$ cat config.mk
export PLATFORM = sky130hd
export DESIGN_NAME = hv_pwm_intb_encode
export DESIGN_NICKNAME = d
export VERILOG_FILES = /design/src/rtl/lv_hv_pwm_pkg.sv /design/src/rtl/hv_pwm_intb_encode.sv
export SDC_FILE = /design/constraint.sdc
export NUM_CORES = 1
export LEC_CHECK = 0
export ABC_AREA = 1
export CELL_PAD_IN_SITES_DETAIL_PLACEMENT = 0
export CELL_PAD_IN_SITES_GLOBAL_PLACEMENT = 1
export CORE_ASPECT_RATIO = 1.1
export CORE_UTILIZATION = 43
export CTS_CLUSTER_DIAMETER = 100
export DETAILED_ROUTE_END_ITERATION = 16
export GPL_ROUTABILITY_DRIVEN = 0
export PLACE_DENSITY = 0.76
export SYNTH_ARGS = -nofsm -noshare
export SYNTH_HDL_FRONTEND = slang
export SYNTH_SLANG_ARGS = --single-unit
$ cat constraint.sdc
create_clock -name i_clk -period 1.85 [get_ports i_clk]
set_input_delay 0.4625 -clock i_clk [delete_from_list [all_inputs] [get_ports i_clk]]
set_output_delay 0.4625 -clock i_clk [all_outputs]
set_load 0.03 [all_outputs]
$ cat src/rtl/lv_hv_pwm_pkg.sv
// Definitions shared by the HV-side PWM/INTB encoder and the LV-side intb decoder.
package lv_hv_pwm_pkg;

    typedef enum logic [1:0] {
        StIdle = 2'd0,
        StEdge = 2'd1,
        StGap  = 2'd2
    } pwm_state_e;

    // Edge counts that encode the interrupt level on the line.
    localparam int unsigned ASSERT_EDGES   = 1;
    localparam int unsigned DEASSERT_EDGES = 3;

    // Decoder thresholds: edge debounce and burst timeout, in cycles.
    localparam int unsigned DN_TH = 4;
    localparam int unsigned UP_TH = 8;

    // Number of toggles that carry a given active-low interrupt level.
    function automatic logic [1:0] edge_target(input logic level);
        return level ? 2'(DEASSERT_EDGES) : 2'(ASSERT_EDGES);
    endfunction

endpackage

$ cat src/rtl/hv_pwm_intb_encode.sv
// HV-side encoder: turns interrupt level changes into toggle bursts on the
// shared PWM/INTB line (1 toggle = assert, 3 toggles = de-assert), each
// followed by a quiet gap. An optional refresh re-sends the current level.
module hv_pwm_intb_encode
    import lv_hv_pwm_pkg::*;
#(
    parameter int unsigned EDGE_HOLD_CYC = 6,
    parameter int unsigned GAP_CYC       = 16,
    parameter int unsigned REFRESH_CYC   = 1024
) (
    input  logic i_clk,
    input  logic i_rst,
    input  logic i_en,
    input  logic i_intb_n,
    output logic o_hv_pwm_intb_n,
    output logic o_busy,
    output logic o_intb_n_sent,
    output logic o_burst_done
);

    localparam int unsigned CntMax = (GAP_CYC > REFRESH_CYC) ? GAP_CYC : REFRESH_CYC;
    localparam int unsigned CntW   = $clog2(CntMax + 1);
    localparam logic [CntW-1:0] HoldLast = CntW'(EDGE_HOLD_CYC - 1);
    localparam logic [CntW-1:0] GapLast  = CntW'(GAP_CYC - 1);
    localparam logic [CntW-1:0] RefLast  = CntW'((REFRESH_CYC == 0) ? 0 : REFRESH_CYC - 1);
    localparam bit RefreshOn = (REFRESH_CYC != 0);

    pwm_state_e      state_q;
    logic [CntW-1:0] hold_cnt_q;
    logic [CntW-1:0] ref_cnt_q;
    logic [1:0]      edge_cnt_q;
    logic [1:0]      target_q;
    logic            level_q;
    logic            line_q;
    logic            busy_q;
    logic            sent_q;
    logic            done_q;

    logic mismatch;
    logic refresh_hit;
    logic launch;

    // Launch decision, only acted on while idle.
    always_comb begin
        mismatch    = (i_intb_n != sent_q);
        refresh_hit = RefreshOn && (ref_cnt_q == RefLast);
        launch      = i_en && (mismatch || refresh_hit);
    end

    // Burst FSM with burst timer, refresh counter and registered outputs.
    always_ff @(posedge i_clk) begin
        if (i_rst) begin
            state_q    <= StIdle;
            hold_cnt_q <= '0;
            ref_cnt_q  <= '0;
            edge_cnt_q <= '0;
            target_q   <= '0;
            level_q    <= 1'b1;
            line_q     <= 1'b1;
            busy_q     <= 1'b0;
            sent_q     <= 1'b1;
            done_q     <= 1'b0;
        end else begin
            done_q <= 1'b0;
            unique case (state_q)
                StIdle: begin
                    if (launch) begin
                        // Level is latched so input changes mid-burst are ignored.
                        level_q    <= i_intb_n;
                        target_q   <= edge_target(i_intb_n);
                        line_q     <= ~line_q;
                        edge_cnt_q <= 2'd1;
                        hold_cnt_q <= '0;
                        ref_cnt_q  <= '0;
                        busy_q     <= 1'b1;
                        state_q    <= StEdge;
                    end else if (!i_en) begin
                        ref_cnt_q <= '0;
                    end else if (ref_cnt_q != RefLast) begin
                        ref_cnt_q <= ref_cnt_q + CntW'(1);
                    end
                end
                StEdge: begin
                    if (hold_cnt_q == HoldLast) begin
                        hold_cnt_q <= '0;
                        if (edge_cnt_q < target_q) begin
                            line_q     <= ~line_q;
                            edge_cnt_q <= edge_cnt_q + 2'd1;
                        end else begin
                            state_q <= StGap;
                        end
                    end else begin
                        hold_cnt_q <= hold_cnt_q + CntW'(1);
                    end
                end
                StGap: begin
                    if (hold_cnt_q == GapLast) begin
                        hold_cnt_q <= '0;
                        ref_cnt_q  <= '0;
                        sent_q     <= level_q;
                        done_q     <= 1'b1;
                        busy_q     <= 1'b0;
                        state_q    <= StIdle;
                    end else begin
                        hold_cnt_q <= hold_cnt_q + CntW'(1);
                    end
                end
                default: state_q <= StIdle;
            endcase
        end
    end

    // Timing must satisfy the LV decoder's debounce and timeout windows.
    always_ff @(posedge i_clk) begin
        assert (EDGE_HOLD_CYC >= DN_TH && EDGE_HOLD_CYC < UP_TH)
            else $error("EDGE_HOLD_CYC outside decoder window");
        assert (GAP_CYC > UP_TH)
            else $error("GAP_CYC must exceed decoder timeout");
    end

    assign o_hv_pwm_intb_n = line_q;
    assign o_busy          = busy_q;
    assign o_intb_n_sent   = sent_q;
    assign o_burst_done    = done_q;

endmodule
==> results by group <==
Setup path
  • Critical Path RT: around 1.4 ns
  • Worst path arrival time: between 1 and 1.5 ns
  • Crit path max-delay family: buffers and inverters
  • Maximum fanout along the worst path: 3
  • FF-to-FF End: ref_cnt_q[5]
  • Critical path cell sequence: clkdlybuf4s50_1
  • Critical Path End Type: primary output
  • WS Path Type: flip-flop to primary output
  • Critical Path Slowest Stage Cell: clkdlybuf4s50_1
  • R2r worst-path depth: 9
  • Reg2Reg Setup Slack: 0.17 ns
  • Crit-path max cell delay: 0.68 ns
  • Bufs and invs on worst path: 1
  • Startpoint types: flip-flop
  • RR Startpoint: hold_cnt_q[1]

Power and ir drop
  • Switching part of the total: 0.413
  • Clk pwr share: 0.239
  • Pleak: 1.02 nW
  • Int Pwr: between 1.5 and 2 mW
  • PwrDens: 1090 mW/mm2
  • Sequential share of power: 0.337
  • P_sw: 1.06 mW
  • Power Total: ~2.6 mW
  • Comb pwr share: 0.424
  • Peak supply drop: 0.585 mV

STA
  • Worst Skew: 0.00288 ns
  • Final min period: 1.78 ns
  • Slew margin rel.: 0.791
  • RSZ-0062 raised after global routing: no
  • Slew Viols, Final: 0
  • Fin Setup TNS: 0 ns
  • Final Hold Viols: 0
  • Slew of the pin with the lowest slew margin: 0.313 ns
  • Max Freq: 0.563 GHz
  • Final Setup Violations: 0
  • Crit share post-route: 0.961

Detailed routing
  • Antenna viol nets, final: 0
  • Drt wl/cell: 11.9 um
  • Vias per inst: 4.90
  • Post-route DRC: 0
  • DR iter-0 viols: 41
  • Via count: 1,881
  • TritonRoute pass-1 iters: 5
  • Post-Route WL: 4.55 mm

Job
  • Max-cap violations: 0

Synth
  • Syn_area_per_cell: between 6 and 7 um2
  • Seq/Total Area, Yosys: 0.327
  • Post-synth EDFFs: 0
  • Mapped Area: approximately 0.0020 mm2
  • Yosys top cell by area: dfxtp_1
  • Post-synth ARST share: 0
  • Number of distinct library cells after synthesis: 28
  • Synth area leaders: dfxtp_1, nand2_1, inv_1, nor2_1, nand3_1
  • Yosys warning total: 0
  • Post-Syn Instances: 302
  • Ys flop type: dfxtp_1
  • Post-synthesis register bit count: 33
  • Syn_nets: about 310
  • Share of the synthesized area in the top cell type: 0.327

Global routing
  • GRT Util Overall: 0.205
  • Overflow after GRT: 0
  • Wire length of the first global-routing pass: 7.60 mm
  • Vias in the first global route: 1,708
  • Largest net degree at the start of global routing: 20
  • Initial antenna violation count: 0

Clock tree
  • Hold buffers post-CTS: 0
  • # clock sinks: 33
  • # resized after CTS: 0
  • CTS tree: yes
  • CTS H-Tree Depth: 2
  • Worst-Skew Late Latency: about 0.29 ns
  • Clk slew on worst S/H paths: 0.07 ns
  • Post-CTS Setup Inserts: 0
  • CTS root buf: clkbuf_8
  • Max Root-Sink Buffers: 2
  • Cts bufs inserted: 5

Floorplan
  • Top Ports: 8
  • Area of the core: 0.00441 mm2
  • Die W: 67.4 um
  • Die height: roughly 74 um
  • Die area: 0.00498 mm2
  • Initial Util: 0.458
  • Cell Rows: 25

Cells and area
  • Nets@finish: approximately 340
  • Most common cell after layout, fill and taps aside: nand2_1
  • Share of cells above drive strength 1: 0.158
  • ANT cells: 0
  • Fillers: 460
  • Area of the multi-input gates: 0.00116 mm2
  • Most frequent cells in the layout: nand2_1, inv_1, nor2_1
  • FF+latch area: 661 um2
  • Area delta synth->final: 16.8%

Worst hold path
  • Worst hold start: o_busy
  • Worst Hold Class: flip-flop to flip-flop
  • Worst hold path depth: 2
  • Hold endpoint: o_busy

Placement
  • Port buffer count: 7
  • Post-DP HPWL: 3.43 mm

Run status
  • Status: finished clean
worst register-to-register path, delay by kind of cell (launching register included):
family                     cells  cell delay (ns)
and+or+nand+nor                7             0.78
DFF                            1             0.40
adders and majority gates      1             0.20
buffers and inverters          1             0.18
cell families after synthesis:
kind of cell | share of synthesized area
adder cells (fa/ha/maj) | 0.0495
XOR/XNOR | 0.00434
AO/OA/AOI/OAI | 0.0941
AND/OR/NAND/NOR | 0.424
flip-flops | 0.327
buffers and inverters | 0.102
synth_stat cells, types with 2 or more instances:
cell type  number
a21oi_2         2
o21ai_0         9
a21oi_1        21
o21bai_1        3
nor2_2          3
dfxtp_1        33
nand2_2         5
nand3b_1        3
inv_1          41
nor2_1         38
nand2_1        76
ha_1            8
nand3_1        27
nor3_1          7
nand4_1         6
nor2_4          2
nand3_2         7
sequential cells by signal, indices dropped and copies added (netlist names):
register / flops
edge_cnt_q: 2
hold_cnt_q: 11
level_q: 1
o_burst_done: 1
o_busy: 1
o_hv_pwm_intb_n: 1
o_intb_n_sent: 1
ref_cnt_q: 11
state_q: 2
target_q: 2
power by group through the flow:
| stage | clock, mW | combinational [mW] | sequential, mW |
|---|---|---|---|
| final | 0.613 | 1.09 | 0.865 |
| after global routing | 0.657 | 1.23 | 0.880 |
| after CTS | 0.631 | 1.09 | 0.865 |
| after detailed placement | 0 | 1.09 | 0.881 |
| after global placement | 0 | 1.08 | 0.881 |
| after floorplan | 0 | 0.818 | 0.902 |
through the flow:
step            util  cells  hold slack [ns]  area, um2  worst slack, ns
6_report       0.535    384            0.464       2360           0.0727
5_1_grt        0.535    384            0.489       2360           0.0133
4_1_cts        0.532    384            0.467       2350           0.0165
3_5_place_dp   0.509    376            0.457       2250          -0.0689
3_3_place_gp   0.509    376            0.458       2250          -0.0430
2_1_floorplan      -    302            0.431       2020            0.286
layer usage:
layer  up-vias  share of wire  GRT usage
li1       1017              -          -
met1       834           0.48      0.247
met2        17           0.47      0.346
met3        13          0.022     0.0450
met4         0          0.024     0.0851
met5         -              0          0
how the worst max path moves through the flow:
stage                                from         endpoint  slack, ns  depth (start not counted)
after floorplan                state_q[0]   hold_cnt_q[10]       0.29                          8
after global placement           i_intb_n     ref_cnt_q[5]      -0.04                          8
after detailed placement         i_intb_n     ref_cnt_q[4]      -0.07                          8
after CTS                   o_intb_n_sent    o_intb_n_sent       0.02                          1
after global routing           state_q[1]    edge_cnt_q[0]       0.01                         11
final                     o_hv_pwm_intb_n  o_hv_pwm_intb_n       0.07                          1
final cells by class:
type                    count  share of cell area
clock buffers               7              0.0408
clock inverters             1             0.00212
inverters                  42              0.0668
multi-input cells         222               0.494
flip-flops and latches     33               0.280
well taps                  54              0.0286
repair buffers             25              0.0880
Note: power is estimated with default switching activity, not from simulation.
